===== config.mk =====
export PLATFORM = sky130hd
export DESIGN_NAME = ntt_addr_gen
export DESIGN_NICKNAME = d
export VERILOG_FILES = /design/src/rtl/ntt_addr_gen.sv
export SDC_FILE = /design/constraint.sdc
export NUM_CORES = 1
export LEC_CHECK = 0
export ABC_AREA = 1
export CORE_MARGIN = 4
export CORE_UTILIZATION = 30
export CTS_CLUSTER_DIAMETER = 150
export DETAILED_ROUTE_END_ITERATION = 7
export SETUP_SLACK_MARGIN = 0.02
export SLEW_MARGIN = 30
export SYNTH_ARGS = -nofsm -noshare
export SYNTH_HDL_FRONTEND = slang
export SYNTH_SLANG_ARGS = --single-unit
export TNS_END_PERCENT = 20

===== constraint.sdc =====
create_clock -name clk -period 6.74 [get_ports clk]
set_input_delay 1.348 -clock clk [delete_from_list [all_inputs] [get_ports clk]]
set_output_delay 1.348 -clock clk [all_outputs]
set_load 0.02 [all_outputs]

===== src/rtl/ntt_addr_gen.sv =====
// Kyber NTT address/twiddle sequencer: one butterfly issue per cycle over 7 layers,
// with the address pair delayed BF_LAT cycles for in-place write-back.
// Optional inverse (Gentleman-Sande) ordering is enabled by defining NTT_ADDR_GEN_INTT_EN.
module ntt_addr_gen #(
    parameter int unsigned BF_LAT = 4,
    parameter int unsigned ADDR_W = 8
) (
    input  logic              clk,
    input  logic              rst_n,
    input  logic              start,
`ifdef NTT_ADDR_GEN_INTT_EN
    input  logic              inv,
`endif
    input  logic              stall,
    output logic              rd_en,
    output logic [ADDR_W-1:0] rd_addr_a,
    output logic [ADDR_W-1:0] rd_addr_b,
    output logic [6:0]        tw_idx,
    output logic [2:0]        layer,
    output logic              wr_en,
    output logic [ADDR_W-1:0] wr_addr_a,
    output logic [ADDR_W-1:0] wr_addr_b,
    output logic              busy,
    output logic              done
);

    typedef enum logic [1:0] {
        S_IDLE,
        S_RUN,
        S_DRAIN,
        S_DONE
    } state_t;

    state_t r_state;
    state_t w_state_nxt;

    logic [2:0]        r_layer;
    logic [ADDR_W-1:0] r_len;
    logic [ADDR_W-1:0] r_j;
    logic [ADDR_W-1:0] r_grp;
    logic [6:0]        r_k;
    logic [6:0]        r_cnt;
    logic [3:0]        r_drain;
    logic              r_inv;

    logic              w_inv_in;
    logic              w_issue;
    logic              w_grp_end;
    logic              w_last_issue;
    logic              w_drain_last;
    logic              w_last_layer;
    logic [ADDR_W-1:0] w_grp_last;
    logic [ADDR_W-1:0] w_grp_next;
    logic [ADDR_W-1:0] w_len_fwd0;

    logic              r_sr_en [BF_LAT];
    logic [ADDR_W-1:0] r_sr_a  [BF_LAT];
    logic [ADDR_W-1:0] r_sr_b  [BF_LAT];

`ifdef NTT_ADDR_GEN_INTT_EN
    assign w_inv_in = inv;
`else
    assign w_inv_in = 1'b0;
`endif

    assign w_issue      = (r_state == S_RUN) && !stall;
    assign w_grp_last   = r_grp + r_len - ADDR_W'(1);
    assign w_grp_end    = (r_j == w_grp_last);
    assign w_grp_next   = r_grp + (r_len << 1);
    assign w_last_issue = (r_cnt == 7'd127);
    assign w_drain_last = (r_drain == 4'(BF_LAT - 1));
    assign w_last_layer = (r_layer == 3'd6);
    assign w_len_fwd0   = ADDR_W'(1) << (ADDR_W - 1);

    always_ff @(posedge clk or negedge rst_n) begin
        if (!rst_n) begin
            r_state <= S_IDLE;
        end else begin
            r_state <= w_state_nxt;
        end
    end

    always_comb begin
        w_state_nxt = r_state;
        case (r_state)
            S_IDLE:  if (start) w_state_nxt = S_RUN;
            S_RUN:   if (w_issue && w_last_issue) w_state_nxt = S_DRAIN;
            S_DRAIN: if (w_drain_last) w_state_nxt = w_last_layer ? S_DONE : S_RUN;
            S_DONE:  w_state_nxt = S_IDLE;
            default: w_state_nxt = S_IDLE;
        endcase
    end

    // Address/twiddle outputs are forced to zero on non-issue cycles so the write
    // pipeline only ever carries zeros alongside a cleared valid bit.
    always_comb begin
        rd_en     = w_issue;
        rd_addr_a = '0;
        rd_addr_b = '0;
        tw_idx    = '0;
        if (w_issue) begin
            rd_addr_a = r_j;
            rd_addr_b = r_j + r_len;
            tw_idx    = r_k;
        end
        layer = r_layer;
        busy  = (r_state != S_IDLE);
        done  = (r_state == S_DONE);
    end

    always_ff @(posedge clk or negedge rst_n) begin
        if (!rst_n) begin
            r_layer <= '0;
            r_len   <= '0;
            r_j     <= '0;
            r_grp   <= '0;
            r_k     <= '0;
            r_cnt   <= '0;
            r_drain <= '0;
            r_inv   <= 1'b0;
        end else begin
            case (r_state)
                S_IDLE: begin
                    if (start) begin
                        r_layer <= '0;
                        r_len   <= w_inv_in ? ADDR_W'(2) : w_len_fwd0;
                        r_j     <= '0;
                        r_grp   <= '0;
                        r_k     <= w_inv_in ? 7'd127 : 7'd1;
                        r_cnt   <= '0;
                        r_drain <= '0;
                        r_inv   <= w_inv_in;
                    end
                end
                S_RUN: begin
                    if (w_issue) begin
                        r_cnt <= r_cnt + 7'd1;
                        if (w_grp_end) begin
                            r_grp <= w_grp_next;
                            r_j   <= w_grp_next;
                            r_k   <= r_inv ? (r_k - 7'd1) : (r_k + 7'd1);
                        end else begin
                            r_j <= r_j + ADDR_W'(1);
                        end
                    end
                end
                S_DRAIN: begin
                    r_drain <= r_drain + 4'd1;
                    if (w_drain_last) begin
                        r_drain <= '0;
                        if (!w_last_layer) begin
                            r_layer <= r_layer + 3'd1;
                            r_len   <= r_inv ? (r_len << 1) : (r_len >> 1);
                            r_j     <= '0;
                            r_grp   <= '0;
                        end
                    end
                end
                S_DONE: begin
                    r_layer <= '0;
                    r_len   <= '0;
                    r_j     <= '0;
                    r_grp   <= '0;
                    r_k     <= '0;
                    r_cnt   <= '0;
                    r_inv   <= 1'b0;
                end
                default: ;
            endcase
        end
    end

    // Free-running write-back delay line; deliberately not gated by stall.
    always_ff @(posedge clk or negedge rst_n) begin
        if (!rst_n) begin
            for (int unsigned i = 0; i < BF_LAT; i++) begin
                r_sr_en[i] <= 1'b0;
                r_sr_a[i]  <= '0;
                r_sr_b[i]  <= '0;
            end
        end else begin
            r_sr_en[0] <= rd_en;
            r_sr_a[0]  <= rd_addr_a;
            r_sr_b[0]  <= rd_addr_b;
            for (int unsigned i = 1; i < BF_LAT; i++) begin
                r_sr_en[i] <= r_sr_en[i-1];
                r_sr_a[i]  <= r_sr_a[i-1];
                r_sr_b[i]  <= r_sr_b[i-1];
            end
        end
    end

    assign wr_en     = r_sr_en[BF_LAT-1];
    assign wr_addr_a = r_sr_a[BF_LAT-1];
    assign wr_addr_b = r_sr_b[BF_LAT-1];

endmodule


* Word-level counts from Yosys, hierarchy flattened
Cells that the tools add are included.
Widths: inputs -> output; s select.
** Word-level totals
- Word-level logic and storage cells :: 100
- Register bits :: 116
- Output and inout bits :: 46
- Input bits :: 4
** Cells by class
- Reductions and logical operators :: 17
- Add/sub/neg operators :: 10
- Multiplexer cells :: 39
- Equality and inequality tests :: 13
** Operators by type and width (count)
- $mux 8 :: 13
- $pmux 8 s4 :: 2
- $mux 7 :: 7
- $pmux 7 s3 :: 2
- $add 8x8->8 :: 3
- $pmux 8 s3 :: 1
- $add 7x1->7 const B :: 2
- $reduce_and 4->1 :: 3
- $ne 2x2->1 const B :: 5
- $mux 3 :: 3
- $pmux 3 s3 :: 1
- $add 8x1->8 const B :: 1
- $eq 8x8->1 :: 1
- $mux 2 :: 4
- $mux 4 :: 2
- $pmux 2 s4 :: 1
- $pmux 4 s2 :: 1
- $sub 8x1->8 const B :: 1
- $eq 7x7->1 const B :: 1
- $sub 7x1->7 const B :: 1
- $reduce_and 3->1 :: 2
- $reduce_bool 2->1 :: 3
- $reduce_bool 3->1 :: 2
- $reduce_and 5->1 :: 1
- 13 further kinds :: 16

* Logic depth before layout (Yosys ltp)
Gate-level depths: netlist of run 1.
- Depth after elaboration :: 6
- Gate-level depth with buffers :: 18

* Worst setup path before layout of run 1
No wires, ideal clock.
- Kind :: in2out
- Start :: input stall
- End :: output rd_addr_b[3]
- Arrival :: 2.071 ns
- Data required time :: 5.392 ns
- Path buffers :: 1
- Slack :: 3.321 ns
- Cell stages on the path :: 4
- Cells stage by stage :: nor2_4 buf_6 o21ai_0 a21oi_1
** Between the ends
- Longest elaborated chain between the ends :: 3
** Ends and longest elaborated chain
- start, declared :: line 14 : input logic stall,
- $logic_not 1->1 :: line 66 : assign w_issue = (r_state == S_RUN) && !stall;
- $logic_and 1x1->1 :: line 66
- $mux 8 :: line 101 : if (w_issue) begin
- end, declared :: line 17 : output logic [ADDR_W-1:0] rd_addr_b,
No other way between the ends.

* Final worst setup path of run 1
- Start :: input stall
- End :: output rd_addr_b[4]
Same word-level chain as after synthesis.

==> out/summary.txt, run 1 <==
status: completed
Root Driver: clkbuf_16
Post-synth top cells: dfrtp_1, nand2_1, inv_1
Int Pwr: 1.908 mW
row cnt: 49
Post-DP Area: 6086 sq um
NetSw: 1.133 mW
synthesized area: 5468 sq um
DRC Markers: 0
Cells after Synth: 573
grt met3 use: 0.04086
ratio of final minimum period to clock period: 0.6850
Die H: 143.0 um
sequential share of power: 0.319
Die W: 143.0 um
setup total negative slack: 0 ns
Tot GR Track Use: 0.1195
vias in the first global route: 3860
boundary pin count: 50
clk slew on worst S/H paths: 0.05 ns
antenna cell count: 0
Iteration-0 DRC Markers: 216
DR WL/cell: 12.52 um
Max rail drop VDD: 277.7 uV
largest area contributor in the netlist: dfrtp_1
Clock power frac: 0.304
count of cell types in the netlist: 39
Slew @ Worst Pin: 0.7336 ns
met1 Usage GRT: 0.1604
register bit count reported by yosys: 114
skew final: 0.008798 ns
syn nets: 611
final WL: 10800 um
combinational group share of total power: 0.377
Switching Share: 0.3726
post-route ant nets: 0
GR peak layer: met2
PortBufs: 49
Final Hold Violating Endpoints: 0
CP Launch Type: input pin
Mean Syn Cell Area: 9.542 sq um
Final nets: 659
Worst EP arrival: 3.27 ns
Post-CTS Resized: 0
CTS tree: yes
setup bufs post-CTS: 0
f_max: 216.6 MHz
PD cells: 453.4 nW/um^2
area growth from synthesis to layout: 22.65%
crit path kind: input pin to output pin
count leader, synth: dfrtp_1
fin crit period: 4.617 ns
routability cong.: 0.8498
Clock Latency Late Sink: 0.41 ns
Congestion Overflow GR: 0
Seq/Total Area, Yosys: 0.5217
Final Instance Area: 6706 sq um
Leak: 3.319 nW
Synth Flop Type: dfrtp_1
Hold Crit Class: flop to flop
Clock Sinks: 114
placeable core area: 17960 sq um
initial antenna violation count: 0
CTS Buffer Depth: 2
Vias: 3779
number of flops mapped to enable cells by yosys: 0
TritonRoute pass-1 iters: 4
Required @ worst endpoint: 5.39 ns
Vias/cell: 4.379
ranking of synthesized cells by area: dfrtp_1, nand2_1, ha_1, inv_1, nand3_1
CTS Buf Count: 17
Die ar.: 20450 sq um
share of layout cells above drive strength 1: 0.1104
headroom to the max-slew limit: 0.5109
CP Capture Type: output pin
H-tree levels: 4
ys async rst share: 1.000
Setup violations, final: 0
hold buffers post-CTS: 0
worst-path fanout max: 23
Max-cap violations: 0
initial core utilization: 0.3044
unrepaired setup endpoints after global routing: false
first-pass GRT wire length: 19200 um
detailed placement HPWL: 7899 um
top-area cell type share of the netlist area: 0.5217
Slew Limit Fails: 0
Ys Warns: 0
largest net degree at the start of global routing: 60
met2 Usage GRT: 0.1813
[state kept, by name, indices dropped and copies added (netlist names)]
| register | cells |
|---|---|
| layer | 3 |
| r_cnt | 7 |
| r_drain | 4 |
| r_grp | 7 |
| r_j | 8 |
| r_k | 7 |
| r_len | 8 |
| r_sr_a | 24 |
| r_sr_b | 24 |
| r_sr_en | 3 |
| r_state | 2 |
| wr_addr_a | 8 |
| wr_addr_b | 8 |
| wr_en | 1 |
[layout make-up]
class,instances,area (sq um)
sequential,114,2853
multi-input combinational,351,2118
tap,229,286.5
inverter,86,325.3
clock buffer,20,466.7
timing repair buffer,51,503.0
clock inverter,12,153.9
fill,1783,11260
[layout by cell type, fill, tap and decap left out, drive strengths merged, types with 6 or more instances in the layout]
master	Yosys	final
a21oi	17	17
clkbuf	0	20
clkdlybuf4s50	0	48
clkinv	1	6
dfrtp	114	114
ha	31	31
inv	85	86
nand2	120	120
nand3	47	47
nand3b	6	6
nand4	9	9
nor2	50	50
nor3	7	7
o21ai	23	23
xor2	20	20
[stage by stage]
step,instances,power [mW],setup WS (ns),hold WS [ns],utilization
after CTS,863,3.084,2.125,0.3436,0.3733
after floorplan,573,1.812,3.321,0.3312,-
after global placement,831,2.134,2.151,0.3318,0.3388
after detailed placement,831,2.140,2.125,0.3347,0.3388
after global routing,863,3.291,1.970,0.3497,0.3733
final,863,3.041,2.123,0.3417,0.3733
[worst paths after layout]
path	endpoint	cells past startpoint	start	slack (ns)
min in group asynchronous	wr_addr_b[5]	1	rst_n	0.99
hold / removal	r_sr_b[14]	0	r_sr_b[22]	0.34
max in group asynchronous	r_sr_a[11]	2	rst_n	4.60
setup / recovery	rd_addr_b[4]	6	stall	2.12
setup reg to reg	r_grp[7]	16	r_len[1]	3.83
hold reg to reg	r_sr_b[14]	0	r_sr_b[22]	0.34
[routing by layer]
| metal | part of all wire | up-vias |
|---|---|---|
| met5 | 0 | - |
| met4 | 0.012 | 0 |
| met3 | 0.051 | 11 |
| met2 | 0.44 | 71 |
| met1 | 0.49 | 1773 |
| li1 | - | 1924 |
[kinds of logic (layout without fill, tap and decap cells)]
logic type | Yosys count | after routing | share of synthesized area
AND/OR/NAND/NOR | 245 | 245 | 0.2137
flip-flops | 114 | 114 | 0.5217
buffers and inverters | 108 | 169 | 0.09085
AO/OA/AOI/OAI | 49 | 49 | 0.05492
adder cells (fa/ha/maj) | 34 | 34 | 0.08192
XOR/XNOR | 23 | 23 | 0.03684
[worst max-delay path, cell delays in order]
cell	delay, ns
clkdlybuf4s50_1	0.49
nor2_4	0.15
buf_4	0.27
o21ai_0	0.14
a21oi_1	0.21
clkdlybuf4s50_1	0.64
[power by group through the flow]
stage               clock, mW  combinational (mW)  sequential [mW]
floorplan                   0               0.865            0.947
detailed placement          0                1.16            0.981
global route            0.984                1.31            0.993
CTS                     0.948                1.16            0.971
global placement            0                1.15            0.980
finish                  0.924                1.15            0.969
No activity file was read; power rests on OpenSTA's default activity.
==> run 2: changes to the inputs <==
clock period = 3.9 ns   (was 6.74 ns; I/O delays follow)
==> run 2 against run 1 <==
- clock power grew 73%
- flip-flop and latch count unchanged
- critical endpoint is now rd_addr_a[1]
- design area increased by 0.34%
- hold slack improved by 0.0020 ns
- sequential power increased by 72%
- routed wire length rose by 3.6%
- sequential share of layout area is 0.14 points lower
- total power is 73% higher
==> out/summary.txt, run 2 (synthesized netlist as in run 1, its figures left out) <==
Hold Crit Class: flop to flop
Iteration-0 DRC Markers: 205
DRC Markers: 0
Die ar.: 20450 sq um
Slew Limit Fails: 0
PortBufs: 49
TritonRoute pass-1 iters: 4
CP Launch Type: flop
crit path cell chain: inv_2, nor2_4, inv_2, nor2_4, inv_2, nor2_1, clkdlybuf4s50_1
share of layout cells above drive strength 1: 0.1118
first-pass GRT wire length: 19310 um
setup total negative slack: 0 ns
Post-Layout Cell Count: 864
CP max stage delay: 0.63 ns
boundary pin count: 50
Max rail drop VDD: 594.5 uV
unrepaired setup endpoints after global routing: false
Vias/cell: 4.374
highest-delay cell along the critical path: clkdlybuf4s50_1
area growth from synthesis to layout: 23.07%
Final Hold Violating Endpoints: 0
Clock Sinks: 114
Leak: 3.342 nW
ratio of final minimum period to clock period: 0.9140
fin crit period: 3.565 ns
Setup violations, final: 0
Required @ worst endpoint: 3.12 ns
DR WL/cell: 12.95 um
setup bufs post-CTS: 0
initial core utilization: 0.3044
final WL: 11190 um
detailed placement HPWL: 8075 um
post-route ant nets: 0
PD cells: 782.2 nW/um^2
largest net degree at the start of global routing: 59
clk slew on worst S/H paths: 0.05 ns
Slew @ Worst Pin: 0.7339 ns
Vias: 3779
crit path kind: flop to output pin
Clock Latency Late Sink: 0.41 ns
vias in the first global route: 3884
CTS Buf Count: 17
headroom to the max-slew limit: 0.5107
Die W: 143.0 um
Die H: 143.0 um
Congestion Overflow GR: 0
status: completed
Tot GR Track Use: 0.1206
placeable core area: 17960 sq um
Worst EP arrival: 2.78 ns
Final nets: 660
Power, Total: 5.264 mW
Max-cap violations: 0
Root Driver: clkbuf_16
Fin Hold WS: 0.3437 ns
H-tree levels: 4
worst-path fanout max: 20
CTS Buffer Depth: 2
skew final: 0.01402 ns
f_max: 280.5 MHz
placed cell count: 832
CTS tree: yes
antenna cell count: 0
Crit path top cell by count: inv_2
routability cong.: 0.7925
commonest non-fill, non-tap cell in the layout: dfrtp_1
row cnt: 49
CP Capture Type: output pin
Top Registers: r_sr_a x24, r_sr_b x24
initial antenna violation count: 0
commonest non-fill, non-tap cells in the layout: dfrtp_1, nand2_1, inv_1
run 2: changes by cell type in the layout (fill, tap and decap cells not counted):
cell	delta
clkdlybuf4s50_1	-1
dlymetal6s2s_1	+1
buf_12	+1
run 2: critical path: cells and delay by family (launching register included):
kind | cells | cell delay (ns)
buf+inv | 4 | 1.13
flops | 1 | 0.50
simple gates | 3 | 0.73
run 2: what timing repair did:
item                                   CTS  global route
hold buffers                             0             0
resized for setup                        0             1
endpoints found under the hold margin    0             0
setup endpoints to repair                0             1
run 2: cell type report:
type	instances	area (sq um)
Clock buffer	20	466.7
Fill cell	1786	11230
Timing Repair Buffer	52	525.5
Multi-Input combinational cell	351	2118
Sequential cell	114	2853
Tap cell	229	286.5
Inverter	86	325.3
Clock inverter	12	153.9
run 2: routing by layer:
layer | routed length [um] | global-route usage | up-vias
met4 | 119 | 0.04002 | 0
met3 | 537 | 0.04052 | 10
met1 | 5410 | 0.1573 | 1781
met5 | 0 | 0 | -
li1 | - | - | 1919
met2 | 5126 | 0.1892 | 69
run 2: final timing paths:
path | from | end | slack (ns) | cells past startpoint
min in group asynchronous | rst_n | wr_addr_b[5] | 0.42 | 1
hold reg to reg | r_sr_a[20] | r_sr_a[12] | 0.34 | 0
hold / removal | r_sr_a[20] | r_sr_a[12] | 0.34 | 0
max in group asynchronous | rst_n | r_grp[1] | 2.72 | 2
setup / recovery | r_state[0] | rd_addr_a[1] | 0.34 | 7
setup reg to reg | r_len[1] | r_grp[1] | 0.93 | 16
run 2: through the flow:
stage          setup slack [ns]  cell area, sq um  utilization
6_report                 0.3352              6729       0.3746
3_3_place_gp             0.4741              6106       0.3399
4_1_cts                  0.2067              6726       0.3745
3_5_place_dp             0.4319              6106       0.3399
2_1_floorplan             1.322              5468            -
5_1_grt                  0.1190              6729       0.3746
run 2: power breakdown:
part | switching [mW] | internal (mW) | leakage, nW
clock | 0.548 | 1.05 | 0.298
sequential | 0.188 | 1.48 | 1.48
combinational | 1.23 | 0.765 | 1.56
total | 1.96 | 3.30 | 3.34
==> run 3: changes to the inputs <==
CTS_CLUSTER_SIZE = 16   (was not set)
clock period = 4.4 ns   (was 3.9 ns; I/O delays follow)
==> run 3 against run 2 <==
- first-iteration DRC count up 46%
- sequential power is 11% lower
- final cell count shrank 0.23%
- total power down 11%
- die area did not move
- core utilization about the same
- largest power group unchanged
==> out/summary.txt, run 3 (synthesized netlist as in run 1, its figures left out) <==
Clock power frac: 0.310
initial core utilization: 0.3044
antenna cell count: 0
Congestion Overflow GR: 0
commonest non-fill, non-tap cell in the layout: dfrtp_1
initial antenna violation count: 0
Die W: 143.0 um
TritonRoute pass-1 iters: 4
worst hold endpoint: r_sr_b[16]
commonest non-fill, non-tap cells in the layout: dfrtp_1, nand2_1, inv_1
Slew Limit Fails: 0
grt met3 use: 0.04019
met1 Usage GRT: 0.1581
DRC Markers: 0
CTS tree: yes
area growth from synthesis to layout: 22.93%
Tot GR Track Use: 0.1185
clk slew on worst S/H paths: 0.06 ns
hold path cells: 0
CTS Buf Count: 17
first-pass GRT wire length: 18890 um
Required @ worst endpoint: 3.52 ns
Die ar.: 20450 sq um
combinational group share of total power: 0.374
Seq. cell area: 2853 sq um
RR Startpoint: r_len[1]
vias in the first global route: 3731
Post-CTS Resized: 0
r2r endpoint: r_k[3]
headroom to the max-slew limit: 0.5477
Power, Total: 4.692 mW
sequential share of power: 0.316
Iteration-0 DRC Markers: 299
DR WL/cell: 12.96 um
hold buffers post-CTS: 0
routability cong.: 0.7976
placeable core area: 17960 sq um
hold path start: r_sr_b[24]
Root Driver: clkbuf_16
Vias: 3789
f_max: 267.6 MHz
Final Instance Area: 6721 sq um
NetSw: 1.744 mW
Reg2Reg Depth: 16
register-to-register setup slack: 1.50 ns
unrepaired setup endpoints after global routing: false
detailed placement HPWL: 8158 um
CP Capture Type: output pin
Worst EP arrival: 2.86 ns
Max-cap violations: 0
CTS Buffer Depth: 2
placed cell count: 831
largest net degree at the start of global routing: 64
Switching Share: 0.3717
crit path kind: flop to output pin
multi-input logic area: 2118 sq um
PD cells: 698.1 nW/um^2
CP max stage delay: 0.63 ns
final WL: 11170 um
met2 Usage GRT: 0.1825
skew final: 0.009540 ns
crit path cell chain: ha_1, fa_1, nand3_1, nand3_1, nand2_1, nand2_1, a21oi_1, xor2_1, nor2_1, clkdlybuf4s50_1
Hold Crit Class: flop to flop
Final nets: 659
worst-path fanout max: 4
Top Registers: r_sr_a x24, r_sr_b x24
CP Launch Type: flop
Vias/cell: 4.396
Final Hold Violating Endpoints: 0
Die H: 143.0 um
Clock Sinks: 114
setup bufs post-CTS: 0
Post-Layout Cell Count: 862
Leak: 3.323 nW
Setup violations, final: 0
status: completed
setup total negative slack: 0 ns
FILL cells: 1775
row cnt: 49
share of layout cells above drive strength 1: 0.1090
Post-DP Area: 6098 sq um
PortBufs: 49
boundary pin count: 50
ratio of final minimum period to clock period: 0.8494
Slew @ Worst Pin: 0.6784 ns
Max rail drop VDD: 473.5 uV
Int Pwr: 2.948 mW
GR peak layer: met2
post-route ant nets: 0
highest-delay cell along the critical path: clkdlybuf4s50_1
Clock Latency Late Sink: 0.41 ns
fin crit period: 3.738 ns
H-tree levels: 4
-- run 3: cell types whose count changed in the layout (fill, tap and decap cells not counted) --
cell and delta:
clkdlybuf4s50_1 +1, dlymetal6s2s_1 -1, clkinv_4 -1, bufinv_16 +1, buf_4 -1, clkbuf_8 -2
inv_6 +1
-- run 3: critical path, delay by kind of cell, from the launching register on --
kind | cells | cell delay, ns
compound gates | 1 | 0.14
buf+inv | 1 | 0.63
simple gates | 5 | 0.45
fa+ha+maj | 2 | 0.68
xor+xnor | 1 | 0.10
flops | 1 | 0.45
-- run 3: area by class of cell --
cell class              count  area share
clock buffers              18     0.06534
well taps                 229     0.04263
clock inverters            13     0.02736
inverters                  86     0.04840
multi-input cells         351      0.3152
flip-flops and latches    114      0.4244
repair buffers             51     0.07669
-- run 3: power by group through the flow --
stage	Clock, mW	Sequential [mW]	Combinational, mW
after global placement	0	1.50	1.76
after floorplan	0	1.45	1.32
after detailed placement	0	1.50	1.78
final	1.45	1.48	1.75
after global routing	1.54	1.52	2.00
after CTS	1.49	1.49	1.79
-- run 3: worst max-delay path by stage --
stage | from | end | slack (ns) | depth (start not counted)
floorplan | r_len[0] | rd_addr_b[6] | 1.72 | 9
global placement | stall | rd_addr_b[6] | 0.86 | 5
detailed placement | stall | rd_addr_a[5] | 0.82 | 5
CTS | r_len[0] | rd_addr_b[6] | 0.60 | 10
global route | r_len[0] | rd_addr_b[6] | 0.45 | 10
finish | r_len[0] | rd_addr_b[6] | 0.66 | 10
-- run 3: stage by stage --
step | worst slack, ns | hold slack [ns] | utilization
3_3_place_gp | 0.8550 | 0.3325 | 0.3395
3_5_place_dp | 0.8204 | 0.3347 | 0.3395
6_report | 0.6624 | 0.3455 | 0.3742
5_1_grt | 0.4453 | 0.3498 | 0.3742
2_1_floorplan | 1.722 | 0.3312 | -
4_1_cts | 0.6015 | 0.3467 | 0.3742
-- run 3: per-layer routing --
metal	routed length (um)	vias to the layer above
li1	-	1916
met1	5326	1782
met2	5125	81
met3	606	10
met4	112	0
met5	0	-
